### src/rtl/arcade_audio_pkg.sv
// Shared types and sizing helpers for the arcade audio mixer.
// Imported by the mixer top and the sigma-delta DAC.
package arcade_audio_pkg;

  typedef enum logic [1:0] {
    IDLE,
    ACCUM,
    NORM
  } mix_state_t;

  function automatic int clog2i(input int n);
    int r;
    r = 0;
    for (int i = 0; i < 32; i++) begin
      if ((1 << r) < n) r++;
    end
    return r;
  endfunction

  // Accumulator width that can never wrap for NCH full-scale products.
  function automatic int acc_width(input int dw,
                                   input int gw,
                                   input int nch);
    return dw + gw + clog2i(nch) + 1;
  endfunction

endpackage

### src/rtl/audio_sd_dac.sv
// First-order sigma-delta modulator: one integrator,
// carry out is the registered 1-bit stream.
module audio_sd_dac
  import arcade_audio_pkg::*;
#(
  parameter int OW = 11
) (
  input  logic          clk_i,
  input  logic          rst_i,
  input  logic [OW-1:0] pcm_i,
  output logic          dac_o
);

  logic [OW-1:0] integ_q;
  logic          dac_q;
  logic [OW:0]   sum_d;

  assign sum_d = {1'b0, integ_q} + {1'b0, pcm_i};
  assign dac_o = dac_q;

  // Integrate the PCM value; overflow carry becomes the output bit.
  always_ff @(posedge clk_i) begin
    if (rst_i) begin
      integ_q <= '0;
      dac_q   <= 1'b0;
    end else begin
      integ_q <= sum_d[OW-1:0];
      dac_q   <= sum_d[OW];
    end
  end

endmodule

### src/rtl/arcade_audio_mixer.sv
// Time-multiplexed N-channel PCM mixer with gain, routing,
// saturation and sigma-delta stereo outputs.
module arcade_audio_mixer
  import arcade_audio_pkg::*;
#(
  parameter int NCH   = 2,
  parameter int DW    = 7,
  parameter int GW    = 4,
  parameter int SHIFT = $clog2(NCH)
) (
  input  logic               clk_sys,
  input  logic               reset,
  input  logic               sample_stb,
  input  logic [NCH*DW-1:0]  ch_data,
  input  logic [NCH*GW-1:0]  ch_gain,
  input  logic [NCH*2-1:0]   ch_pan,
  input  logic               mono,
  input  logic               mute,
  output logic [DW+GW-1:0]   pcm_l,
  output logic [DW+GW-1:0]   pcm_r,
  output logic               pcm_stb,
  output logic               overrun,
  output logic               dac_l,
  output logic               dac_r
);

  localparam int OW = DW + GW;
  localparam int AW = acc_width(DW, GW, NCH);
  localparam int IW = (NCH > 1) ? $clog2(NCH) : 1;
  localparam logic [IW-1:0] LAST = IW'(NCH - 1);

  mix_state_t state_q, state_d;
  logic [IW-1:0]     idx_q, idx_d;
  logic [AW-1:0]     acc_l_q, acc_l_d;
  logic [AW-1:0]     acc_r_q, acc_r_d;
  logic [NCH*DW-1:0] data_q, data_d;
  logic [NCH*GW-1:0] gain_q, gain_d;
  logic [NCH*2-1:0]  pan_q, pan_d;
  logic              mono_q, mono_d;
  logic              mute_q, mute_d;
  logic [OW-1:0]     pcm_l_q, pcm_l_d;
  logic [OW-1:0]     pcm_r_q, pcm_r_d;
  logic              stb_q, stb_d;
  logic              ovr_q, ovr_d;

  logic [DW-1:0] cur_data;
  logic [GW-1:0] cur_gain;
  logic [OW-1:0] prod;
  logic          route_l;
  logic          route_r;
  logic [AW-1:0] sum_l;
  logic [AW-1:0] sum_r;

  // Clip a shifted accumulator to the PCM range.
  function automatic logic [OW-1:0] sat(
    input logic [AW-1:0] a
  );
    logic [AW-1:0] s;
    s = a >> SHIFT;
    if (s > AW'({OW{1'b1}})) return {OW{1'b1}};
    return s[OW-1:0];
  endfunction

  // Shared multiplier fed by the snapshot of the current channel.
  always_comb begin
    cur_data = data_q[int'(idx_q)*DW +: DW];
    cur_gain = gain_q[int'(idx_q)*GW +: GW];
    route_l  = mono_q | pan_q[int'(idx_q)*2];
    route_r  = mono_q | pan_q[int'(idx_q)*2+1];
    prod     = OW'(cur_data) * OW'(cur_gain);
    sum_l    = acc_l_q + (route_l ? AW'(prod) : '0);
    sum_r    = acc_r_q + (route_r ? AW'(prod) : '0);
  end

  // Mix sequencer: snapshot, accumulate, normalise.
  always_comb begin
    state_d = state_q;
    idx_d   = idx_q;
    acc_l_d = acc_l_q;
    acc_r_d = acc_r_q;
    data_d  = data_q;
    gain_d  = gain_q;
    pan_d   = pan_q;
    mono_d  = mono_q;
    mute_d  = mute_q;
    pcm_l_d = pcm_l_q;
    pcm_r_d = pcm_r_q;
    stb_d   = 1'b0;
    ovr_d   = sample_stb && (state_q != IDLE);
    unique case (state_q)
      IDLE: begin
        if (sample_stb) begin
          data_d  = ch_data;
          gain_d  = ch_gain;
          pan_d   = ch_pan;
          mono_d  = mono;
          mute_d  = mute;
          acc_l_d = '0;
          acc_r_d = '0;
          idx_d   = '0;
          state_d = ACCUM;
        end
      end
      ACCUM: begin
        acc_l_d = sum_l;
        acc_r_d = sum_r;
        if (idx_q == LAST) begin
          pcm_l_d = mute_q ? '0 : sat(sum_l);
          pcm_r_d = mute_q ? '0 : sat(sum_r);
          stb_d   = 1'b1;
          state_d = NORM;
        end else begin
          idx_d = idx_q + 1'b1;
        end
      end
      NORM: begin
        state_d = IDLE;
      end
      default: begin
        state_d = IDLE;
      end
    endcase
  end

  // State and datapath registers.
  always_ff @(posedge clk_sys) begin
    if (reset) begin
      state_q <= IDLE;
      idx_q   <= '0;
      acc_l_q <= '0;
      acc_r_q <= '0;
      data_q  <= '0;
      gain_q  <= '0;
      pan_q   <= '0;
      mono_q  <= 1'b0;
      mute_q  <= 1'b0;
      pcm_l_q <= '0;
      pcm_r_q <= '0;
      stb_q   <= 1'b0;
      ovr_q   <= 1'b0;
    end else begin
      state_q <= state_d;
      idx_q   <= idx_d;
      acc_l_q <= acc_l_d;
      acc_r_q <= acc_r_d;
      data_q  <= data_d;
      gain_q  <= gain_d;
      pan_q   <= pan_d;
      mono_q  <= mono_d;
      mute_q  <= mute_d;
      pcm_l_q <= pcm_l_d;
      pcm_r_q <= pcm_r_d;
      stb_q   <= stb_d;
      ovr_q   <= ovr_d;
    end
  end

  assign pcm_l   = pcm_l_q;
  assign pcm_r   = pcm_r_q;
  assign pcm_stb = stb_q;
  assign overrun = ovr_q;

  audio_sd_dac #(.OW(OW)) u_sd_l (
    .clk_i (clk_sys),
    .rst_i (reset),
    .pcm_i (pcm_l_q),
    .dac_o (dac_l)
  );

  audio_sd_dac #(.OW(OW)) u_sd_r (
    .clk_i (clk_sys),
    .rst_i (reset),
    .pcm_i (pcm_r_q),
    .dac_o (dac_r)
  );

endmodule

### config.mk
export PLATFORM = sky130hd
export DESIGN_NAME = arcade_audio_mixer
export DESIGN_NICKNAME = d
export VERILOG_FILES = /design/src/rtl/arcade_audio_pkg.sv /design/src/rtl/audio_sd_dac.sv /design/src/rtl/arcade_audio_mixer.sv
export SDC_FILE = /design/constraint.sdc
export NUM_CORES = 1
export LEC_CHECK = 0
export CORE_MARGIN = 2
export CORE_UTILIZATION = 30
export CTS_CLUSTER_SIZE = 12
export DETAILED_ROUTE_END_ITERATION = 7
export GPL_ROUTABILITY_DRIVEN = 0
export PLACE_DENSITY = 0.54
export SLEW_MARGIN = 10
export SYNTH_ARGS = -nofsm -noshare
export SYNTH_HDL_FRONTEND = slang
export SYNTH_SLANG_ARGS = --single-unit
### constraint.sdc
create_clock -name clk_sys -period 7.38 [get_ports clk_sys]
set_clock_uncertainty 0.1 [all_clocks]
set_input_delay 2.214 -clock clk_sys [delete_from_list [all_inputs] [get_ports clk_sys]]
set_output_delay 2.214 -clock clk_sys [all_outputs]
set_load 0.01 [all_outputs]
==> results of run 1 <==
power by group:
part	internal, mW	leakage [nW]	switching [mW]
clock	0.334	0.167	0.222
combinational	0.0412	2.05	0.0702
sequential	0.579	0.850	0.0143
total	0.954	3.07	0.307
Yosys cell counts (all sizes together), types with 2 or more instances:
cell type	number
fa	14
xor2	23
and2	6
o31a	3
a21boi	2
a21o	7
o31ai	3
o211ai	2
dfxtp	105
or2	4
inv	29
a211o	2
ha	59
o21ai	35
buf	10
a221o	11
nand4	3
a21oi	87
xnor2	21
nand2	117
nor3	9
a211oi	6
a22oi	8
or3	3
o41ai	3
nand3	26
o21bai	4
a22o	19
a32o	3
nor2	56
clkbuf	32
nand2b	8
nor2b	20
final timing paths:
kind | start | to | slack (ps)
worst max-delay path | idx_q | pcm_r[5] | 1710
worst min-delay path | gain_q[0] | gain_q[0] | 350
worst max register to register | idx_q | pcm_r[5] | 1710
worst min register to register | gain_q[0] | gain_q[0] | 350
through the flow:
stage	util (%)	area (um2)	worst slack (ps)	instances	hold WS, ps
2_1_floorplan	-	6290	2050	752	332
3_3_place_gp	34.6	7080	1800	1043	341
3_5_place_dp	34.6	7080	1690	1043	347
4_1_cts	36.3	7420	1690	1059	357
5_1_grt	36.3	7420	1120	1059	374
6_report	36.3	7420	1710	1059	354
layer usage:
layer	up-vias	global-route usage, %	part of all wire, %
met5	-	0	0
met4	0	4.38	2.0
met1	2379	19.9	53
met2	97	20.9	42
li1	2683	-	-
met3	18	2.75	3.6
worst reg2reg max path, cell delays in order, from the launching register on:
cell and delay (ps):
dfxtp_1 700, nor2b_1 250, a22o_1 310, fa_1 530, inv_1 50, fa_1 520, inv_1 40, ha_1 320
nor2b_1 140, o21ai_0 180, a21boi_0 110, o21ai_0 240, a21oi_1 120, xnor2_1 200, nor2_1 80, ha_1 370
nand2_1 120, nor2_1 40, a21oi_1 140, o31ai_2 90, xnor2_1 150, nor2b_1 600, a221o_1 210
flip-flops by register name, indices dropped and copies added (netlist names), 8 cells and up:
register        count
acc_r_q            13
pcm_l              11
data_q             14
acc_l_q            13
gain_q              8
pcm_r              11
u_sd_l.integ_q     11
u_sd_r.integ_q     11
area by class of cell:
cell class                 instances  area (um2)  area share, %
clock inverter                     6         113           1.52
multi-input combinational        576        3920           52.8
sequential                       105        2100           28.3
clock buffer                      10         229           3.09
tap                              270         338           4.55
inverter                          29         109           1.47
timing repair buffer              63         608           8.20
cell families after synthesis:
family	count (synthesis)	synth area share, %
AND/OR/NAND/NOR	256	18.1
AO/OA/AOI/OAI	203	21.6
flip-flops	105	33.4
adder cells (fa/ha/maj)	73	16.2
buffers and inverters	71	4.50
XOR/XNOR	44	6.13
==> flow_metrics.env, run 1 <==
export IMPL_cts_tree="done"
export IMPL_first_pass_iters=4
export IMPL_vias_per_cell=4.89
export IMPL_row_count=52
export IMPL_finalMaxSlewViolations=0
export IMPL_ys_seq_elements=105
export IMPL_wl_per_cell_um=13.8
export IMPL_diodes=0
export IMPL_placeableCoreArea_mm2=0.0204
export IMPL_clk_latency_ps=350
export IMPL_drc_errors=0
export IMPL_die_area_mm2=0.0221
export IMPL_worstPathArrival_ps=5870
export IMPL_syn_avg_cell_area_um2=8.36
export IMPL_fin_crit_sh_pct=76.9
export IMPL_grt_pass1_wl_um=24700
export IMPL_ctsHoldBuffers=0
export IMPL_fin_tns_setup_ps=0
export IMPL_ctsResizeCount=0
export IMPL_hp_class="register to register"
export IMPL_crit_type="register to register"
export IMPL_clkSinkCount=105
export IMPL_tightestPinTransition_ps=1070
export IMPL_cp_cell_sequence="nor2b_1, a22o_1, fa_1, inv_1, fa_1, inv_1, ha_1, nor2b_1, o21ai_0, a21boi_0, o21ai_0, a21oi_1, xnor2_1, nor2_1, ha_1, nand2_1, nor2_1, a21oi_1, o31ai_2, xnor2_1, nor2b_1, a221o_1"
export IMPL_crit_family="adder cells"
export IMPL_start_util_pct=30.8
export IMPL_final_common_cell="nand2_1"
export IMPL_postCtsSetupBuffers=0
export IMPL_cts_buffers=9
export IMPL_die_y_um=149
export IMPL_clkTransAtPathRegs_ps=70
export IMPL_htree_levels=3
export IMPL_numPortBuffers=56
export IMPL_hpwl_um=10800
export IMPL_ff2ff_path_depth=22
export IMPL_p_per_area_mw_per_mm2=170
export IMPL_rsz0062_at_grt="false"
export IMPL_hold_violations=0
export IMPL_path_depth=22
export IMPL_fin_crit_ps=5670
export IMPL_max_freq_mhz=176
export IMPL_drtIter0Drc=215
export IMPL_grt_use_total_pct=13.9
export IMPL_async_flop_share_pct=0
export IMPL_synth_nets=856
export IMPL_fillCellCount=2142
export IMPL_yosys_top_cells_area="dfxtp_1 (33%), ha_1 (12%), nand2_1 (7.0%)"
export IMPL_vdd_drop_max_v=0.000115
export IMPL_cpMaxStageDelayCell="dfxtp_1"
export IMPL_fin_nets=888
export IMPL_die_w_um=149
export IMPL_cts_buffer_depth=2
export IMPL_syn_inst=752
export IMPL_synth_main_ff_cell="dfxtp_1"
export IMPL_cpMostUsedCell="nor2b_1"
export IMPL_area_delta_synth_final_pct=18.0
export IMPL_synth_top_area_share_pct=33.4
export IMPL_synth_top_area_cell="dfxtp_1"
export IMPL_cp_max_fo=20
export IMPL_drv_cap=0
export IMPL_synth_cell_type_count=55
export IMPL_p_leak_nw=3.07
export IMPL_netlist_area_mm2=0.00629
export IMPL_maxSlewHeadroom_pct=28.6
export IMPL_antenna_found_initial=0
export IMPL_end_kind="register"
export IMPL_ioPinCount=57
export IMPL_root_buffer="clkbuf_16"
export IMPL_cp_start_kind="register"
export IMPL_grt_max_degree=57
export IMPL_final_cell_mix="nand2_1 (116), dfxtp_1 (105), a21oi_1 (82)"
export IMPL_synth_seq_area_share_pct=33.4
export IMPL_wl_um=14700
export IMPL_critPathMaxStageDelay_ps=700
export IMPL_final_antenna_net_count=0
export IMPL_crit_required_ps=7570
export IMPL_grt_pass1_vias=4894
export IMPL_drive_above_1_share_pct=5.70
export IMPL_grt_overflow=0
export IMPL_status="finished, final reports clean"
export IMPL_yosysWarnings=0
export IMPL_finalSetupViolations=0
export IMPL_crit_buf_inv=2
export IMPL_p_total_mw=1.26
export IMPL_vias=5177
export IMPL_whs_path_depth=2
export IMPL_synth_edf_count=0
No activity file was read; power rests on OpenSTA's default activity.
==> run 2, diff against run 1 <==
--- a/config.mk
+++ b/config.mk
@@ -10,7 +10,7 @@
 export CTS_CLUSTER_SIZE = 12
 export DETAILED_ROUTE_END_ITERATION = 7
 export GPL_ROUTABILITY_DRIVEN = 0
-export PLACE_DENSITY = 0.54
+export PLACE_DENSITY = 0.56
 export SLEW_MARGIN = 10
 export SYNTH_ARGS = -nofsm -noshare
 export SYNTH_HDL_FRONTEND = slang
==> constraint.sdc (replaced) <==
create_clock -name clk_sys -period 4.9 [get_ports clk_sys]
set_clock_uncertainty 0.1 [all_clocks]
set_input_delay 1.47 -clock clk_sys [delete_from_list [all_inputs] [get_ports clk_sys]]
set_output_delay 1.47 -clock clk_sys [all_outputs]
set_load 0.01 [all_outputs]
==> run 2 against run 1 <==
- die area is the same
- hold slack worse by 3.8 ps
- non-clock buffer count rose by 64
- sequential power rose by 50%
- core utilization rose by 3.6 points
- worst setup slack got worse by 1600 ps
- fmax is 18% higher
- critical path type unchanged
==> flow_metrics.env, run 2 (synthesized netlist as in run 1, its figures left out) <==
export IMPL_status="finished, final reports clean"
export IMPL_numPortBuffers=56
export IMPL_worstPathArrival_ps=4960
export IMPL_final_common_cell="nand2_1"
export IMPL_grt_pass1_vias=5182
export IMPL_grt_pass1_wl_um=26000
export IMPL_wl_per_cell_um=14.1
export IMPL_reg_largest_list="data_q (14), acc_l_q (13), acc_r_q (13)"
export IMPL_crit_type="register to register"
export IMPL_crit_required_ps=5050
export IMPL_finalMaxSlewViolations=0
export IMPL_drv_cap=0
export IMPL_wl_um=15800
export IMPL_largest_reg_flops=14
export IMPL_die_w_um=149
export IMPL_placeableCoreArea_mm2=0.0204
export IMPL_hpwl_um=11700
export IMPL_row_count=52
export IMPL_first_pass_iters=5
export IMPL_die_area_mm2=0.0221
export IMPL_hp_class="register to register"
export IMPL_ioPinCount=57
export IMPL_vdd_drop_max_v=0.000134
export IMPL_cp_start_kind="register"
export IMPL_cts_tree="done"
export IMPL_max_freq_mhz=208
export IMPL_cp_max_fo=8
export IMPL_drive_above_1_share_pct=18.5
export IMPL_grt_use_total_pct=14.6
export IMPL_p_leak_nw=3.46
export IMPL_vias_per_cell=4.86
export IMPL_maxSlewHeadroom_pct=31.8
export IMPL_fin_crit_ps=4810
export IMPL_fin_nets=953
export IMPL_end_kind="register"
export IMPL_final_antenna_net_count=0
export IMPL_seq_area_mm2=0.00211
export IMPL_grt_overflow=0
export IMPL_tightestPinTransition_ps=1020
export IMPL_final_cell_mix="nand2_1 (114), dfxtp_1 (103), a21oi_1 (76)"
export IMPL_rsz0062_at_grt="true"
export IMPL_area_delta_synth_final_pct=29.7
export IMPL_regMostFlops="data_q"
export IMPL_diodes=0
export IMPL_finalSetupViolations=0
export IMPL_grt_max_degree=49
export IMPL_fin_tns_setup_ps=0
export IMPL_cts_buffers=9
export IMPL_post_route_util_pct=39.9
export IMPL_hold_violations=0
export IMPL_root_buffer="clkbuf_16"
export IMPL_cts_buffer_depth=2
export IMPL_start_util_pct=30.8
export IMPL_p_total_mw=1.86
export IMPL_clk_latency_ps=360
export IMPL_fillCellCount=2101
export IMPL_vias=5462
export IMPL_die_y_um=149
export IMPL_clkSinkCount=105
export IMPL_p_per_area_mw_per_mm2=228
export IMPL_multi_input_area_mm2=0.00417
export IMPL_drc_errors=0
export IMPL_htree_levels=3
export IMPL_drtIter0Drc=267
export IMPL_fin_crit_sh_pct=98.2
export IMPL_clkTransAtPathRegs_ps=70
export IMPL_antenna_found_initial=0
export IMPL_reg2reg_slack_ps=90
[run 2: cell count changes in the layout (fill, tap and decap cells not counted), moves of 5 or more]
cell     previous run  this run
a21oi_1            82        76
a21oi_2             5        10
buf_4               7        66
o21ai_1            15         5
o21ai_2             0        12
[run 2: metrics by stage]
stage | instance area (um2) | setup slack (ps) | hold slack [ps] | std cells
floorplan | 6330 | 1.64 | 332 | 752
CTS | 7860 | 8.45 | 353 | 1117
global placement | 7510 | -105 | 341 | 1099
finish | 8150 | 90.3 | 350 | 1124
detailed placement | 7510 | -214 | 343 | 1099
global route | 8150 | -119 | 368 | 1124
[run 2: layout make-up]
cell class | instances | area share [%]
well taps | 270 | 4.14
multi-input cells | 577 | 51.1
clock buffers | 12 | 3.15
clock inverters | 4 | 0.706
flip-flops and latches | 105 | 25.8
inverters | 29 | 1.33
repair buffers | 127 | 13.7
[run 2: layer usage]
layer / vias to the layer above / track usage (%) / share of wire (%)
li1: 2817 / - / -
met1: 2520 / 20.3 / 50
met2: 114 / 23.3 / 45
met3: 11 / 2.87 / 4.2
met4: 0 / 3.62 / 0.98
met5: - / 0 / 0
[run 2: critical path: stages, from the launching register on]
cell and delay (ps):
dfxtp_4 380, and2_4 180, buf_6 110, a22o_1 210, fa_1 520, inv_2 40
fa_1 540, inv_2 40, ha_4 280, a21oi_4 60, nand2b_4 140, a21boi_2 150
nor2_1 60, xor2_1 180, nor2_1 70, ha_1 310, a211o_1 270, a21oi_2 200
nor3_1 80, or3b_4 440, buf_12 160, o21ai_4 120, nand2_1 50
[run 2: path summary, 6_finish.rpt]
path              from        end  cells after the start
max reg2reg      idx_q   pcm_l[4]                     22
min reg2reg  gain_q[0]  gain_q[0]                      2
max              idx_q   pcm_l[4]                     22
min          gain_q[0]  gain_q[0]                      2
[run 2: repair_timing]
item / 4_1_cts / 5_1_grt
hold buffers: 0 / 0
cloned: 0 / 1
resized for setup: 2 / 57
setup buffers: 2 / 6
pin swaps: 1 / 42
setup endpoints to repair: 17 / 28
[run 2: power by group]
group | total (mW) | switching, mW | leakage (nW) | internal [mW]
Sequential | 0.890 | 0.0184 | 0.852 | 0.872
Clock | 0.766 | 0.336 | 0.151 | 0.430
Combinational | 0.207 | 0.122 | 2.45 | 0.0851
Total | 1.86 | 0.476 | 3.46 | 1.39
==> run 3, diff against run 2 <==
--- a/config.mk
+++ b/config.mk
@@ -5,11 +5,12 @@
 export SDC_FILE = /design/constraint.sdc
 export NUM_CORES = 1
 export LEC_CHECK = 0
-export CORE_MARGIN = 2
+export CORE_MARGIN = 3
 export CORE_UTILIZATION = 30
 export CTS_CLUSTER_SIZE = 12
 export DETAILED_ROUTE_END_ITERATION = 7
 export GPL_ROUTABILITY_DRIVEN = 0
+export GPL_TIMING_DRIVEN = 0
 export PLACE_DENSITY = 0.56
 export SLEW_MARGIN = 10
 export SYNTH_ARGS = -nofsm -noshare
==> run 3 against run 2 <==
- the flow now finishes with violations (setup timing)
- routed wire length increased by 2.7%
- die area increased by 2.7%
- worst setup slack got worse by 220 ps
==> flow_metrics.env, run 3 (synthesized netlist as in run 1, its figures left out) <==
export IMPL_fin_crit_ps=5030
export IMPL_antenna_found_initial=0
export IMPL_fin_crit_sh_pct=103
export IMPL_vias_per_cell=4.87
export IMPL_numPortBuffers=56
export IMPL_wl_met2_um=7240
export IMPL_ctsHoldBuffers=0
export IMPL_fin_tns_setup_ps=-1830
export IMPL_placed_cells=1078
export IMPL_row_count=52
export IMPL_vias=5464
export IMPL_fillCellCount=2141
export IMPL_reg2reg_from="idx_q"
export IMPL_first_pass_iters=5
export IMPL_clkTransAtPathRegs_ps=80
export IMPL_grt_pass1_wl_um=26500
export IMPL_hold_violations=0
export IMPL_violations="setup timing"
export IMPL_vdd_drop_max_v=0.000136
export IMPL_final_cell_mix="nand2_1 (113), dfxtp_1 (104), a21oi_1 (76)"
export IMPL_finalNonFillerCells=1122
export IMPL_drtIter0Drc=348
export IMPL_crit_required_ps=5050
export IMPL_finalMaxSlewViolations=0
export IMPL_ioPinCount=57
export IMPL_cpMaxStageDelayCell="fa_1"
export IMPL_die_y_um=151
export IMPL_cp_start_kind="register"
export IMPL_crit_start="idx_q"
export IMPL_worstPathArrival_ps=5180
export IMPL_clk_latency_ps=360
export IMPL_grt_pass1_vias=5355
export IMPL_drc_errors=0
export IMPL_grt_max_degree=19
export IMPL_drive_above_1_share_pct=16.8
export IMPL_tightestPinTransition_ps=743
export IMPL_maxSlewHeadroom_pct=50.5
export IMPL_die_w_um=151
export IMPL_grt_use_total_pct=14.7
export IMPL_area_delta_synth_final_pct=30.8
export IMPL_fin_nets=951
export IMPL_p_per_area_mw_per_mm2=232
export IMPL_cts_tree="done"
export IMPL_regMostFlops="data_q"
export IMPL_seq_area_mm2=0.00211
export IMPL_grt_overflow=0
export IMPL_htree_levels=3
export IMPL_cp_cell_sequence="buf_6, nor2b_1, buf_4, a22oi_2, fa_1, inv_1, fa_1, ha_1, a21o_1, a21oi_4, nand2b_4, a21boi_2, o211ai_1, xor2_1, nor2_1, ha_1, and2_4, nand2b_4, o2111ai_2, or3b_4, buf_8, o21ai_2, nand2_1"
export IMPL_finalSetupViolations=22
export IMPL_max_freq_mhz=199
export IMPL_hp_class="register to register"
export IMPL_start_util_pct=30.8
export IMPL_final_common_cell="nand2_1"
export IMPL_hold_slack_ps=354
export IMPL_hp_start="pan_q[0]"
export IMPL_end_kind="register"
export IMPL_hpwl_um=12100
export IMPL_cp_max_fo=6
export IMPL_multi_input_area_mm2=0.00433
export IMPL_cts_buffer_depth=2
export IMPL_critPathMaxStageDelay_ps=500
export IMPL_fin_ws_ps=-126
export IMPL_p_leak_nw=3.35
export IMPL_wl_met1_um=8160
export IMPL_reg_largest_list="data_q (14), acc_l_q (13), acc_r_q (13)"
export IMPL_largest_reg_flops=14
export IMPL_drv_cap=0
export IMPL_cts_buffers=9
export IMPL_diodes=0
export IMPL_final_antenna_net_count=0
export IMPL_met3_length_um=667
export IMPL_die_area_mm2=0.0227
export IMPL_wl_per_cell_um=14.5
export IMPL_crit_type="register to register"
export IMPL_pre_cts_slack_ps=-579
export IMPL_root_buffer="clkbuf_16"
export IMPL_wl_um=16300
export IMPL_status="complete, but fails checks"
export IMPL_routed_top_layer="met4"
export IMPL_rsz0062_at_grt="true"
export IMPL_placeableCoreArea_mm2=0.0204
export IMPL_clkSinkCount=105
run 3: routing by layer:
layer	vias to the layer above	track usage, %
met1	2545	20.2
met3	15	3.04
met5	-	0
met2	93	23.6
li1	2811	-
met4	0	3.72
run 3: critical path, delay by kind of cell (launching register included):
kind / cells / cell delay [ps]
fa+ha+maj: 4 / 1640
compound gates: 7 / 920
flops: 1 / 380
xor+xnor: 1 / 290
simple gates: 7 / 1100
buf+inv: 4 / 510
run 3: worst paths after layout:
path / end / slack [ps] / cells past startpoint
setup / recovery: pcm_l[4] / -130 / 23
hold / removal: pan_q[0] / 350 / 2
setup reg to reg: pcm_l[4] / -130 / 23
hold reg to reg: pan_q[0] / 350 / 2
run 3: cell type report:
cell class | instances | area share, %
Clock inverter | 7 | 1.20
Buffer | 38 | 2.25
Clock buffer | 9 | 2.74
Multi-Input combinational cell | 576 | 52.6
Tap cell | 270 | 4.11
Timing Repair Buffer | 88 | 10.2
Sequential cell | 105 | 25.6
Inverter | 29 | 1.32
run 3: what timing repair did:
item,CTS,global route
gates cloned,2,0
pin swaps,65,45
endpoints found under the setup margin,31,33
gates resized for setup,54,57
buffers inserted,21,12
run 3: power by group:
part	switching [mW]	internal [mW]	leakage [nW]
combinational	0.127	0.0831	2.33
clock	0.350	0.454	0.162
sequential	0.0197	0.871	0.851
run 3: metrics by stage:
stage	power, mW	util, %	instance area, um2
floorplan	1.02	-	6330
global placement	1.10	35.4	7230
detailed placement	1.10	35.4	7230
CTS	1.92	39.0	7980
global route	1.98	40.3	8230
finish	1.91	40.3	8230
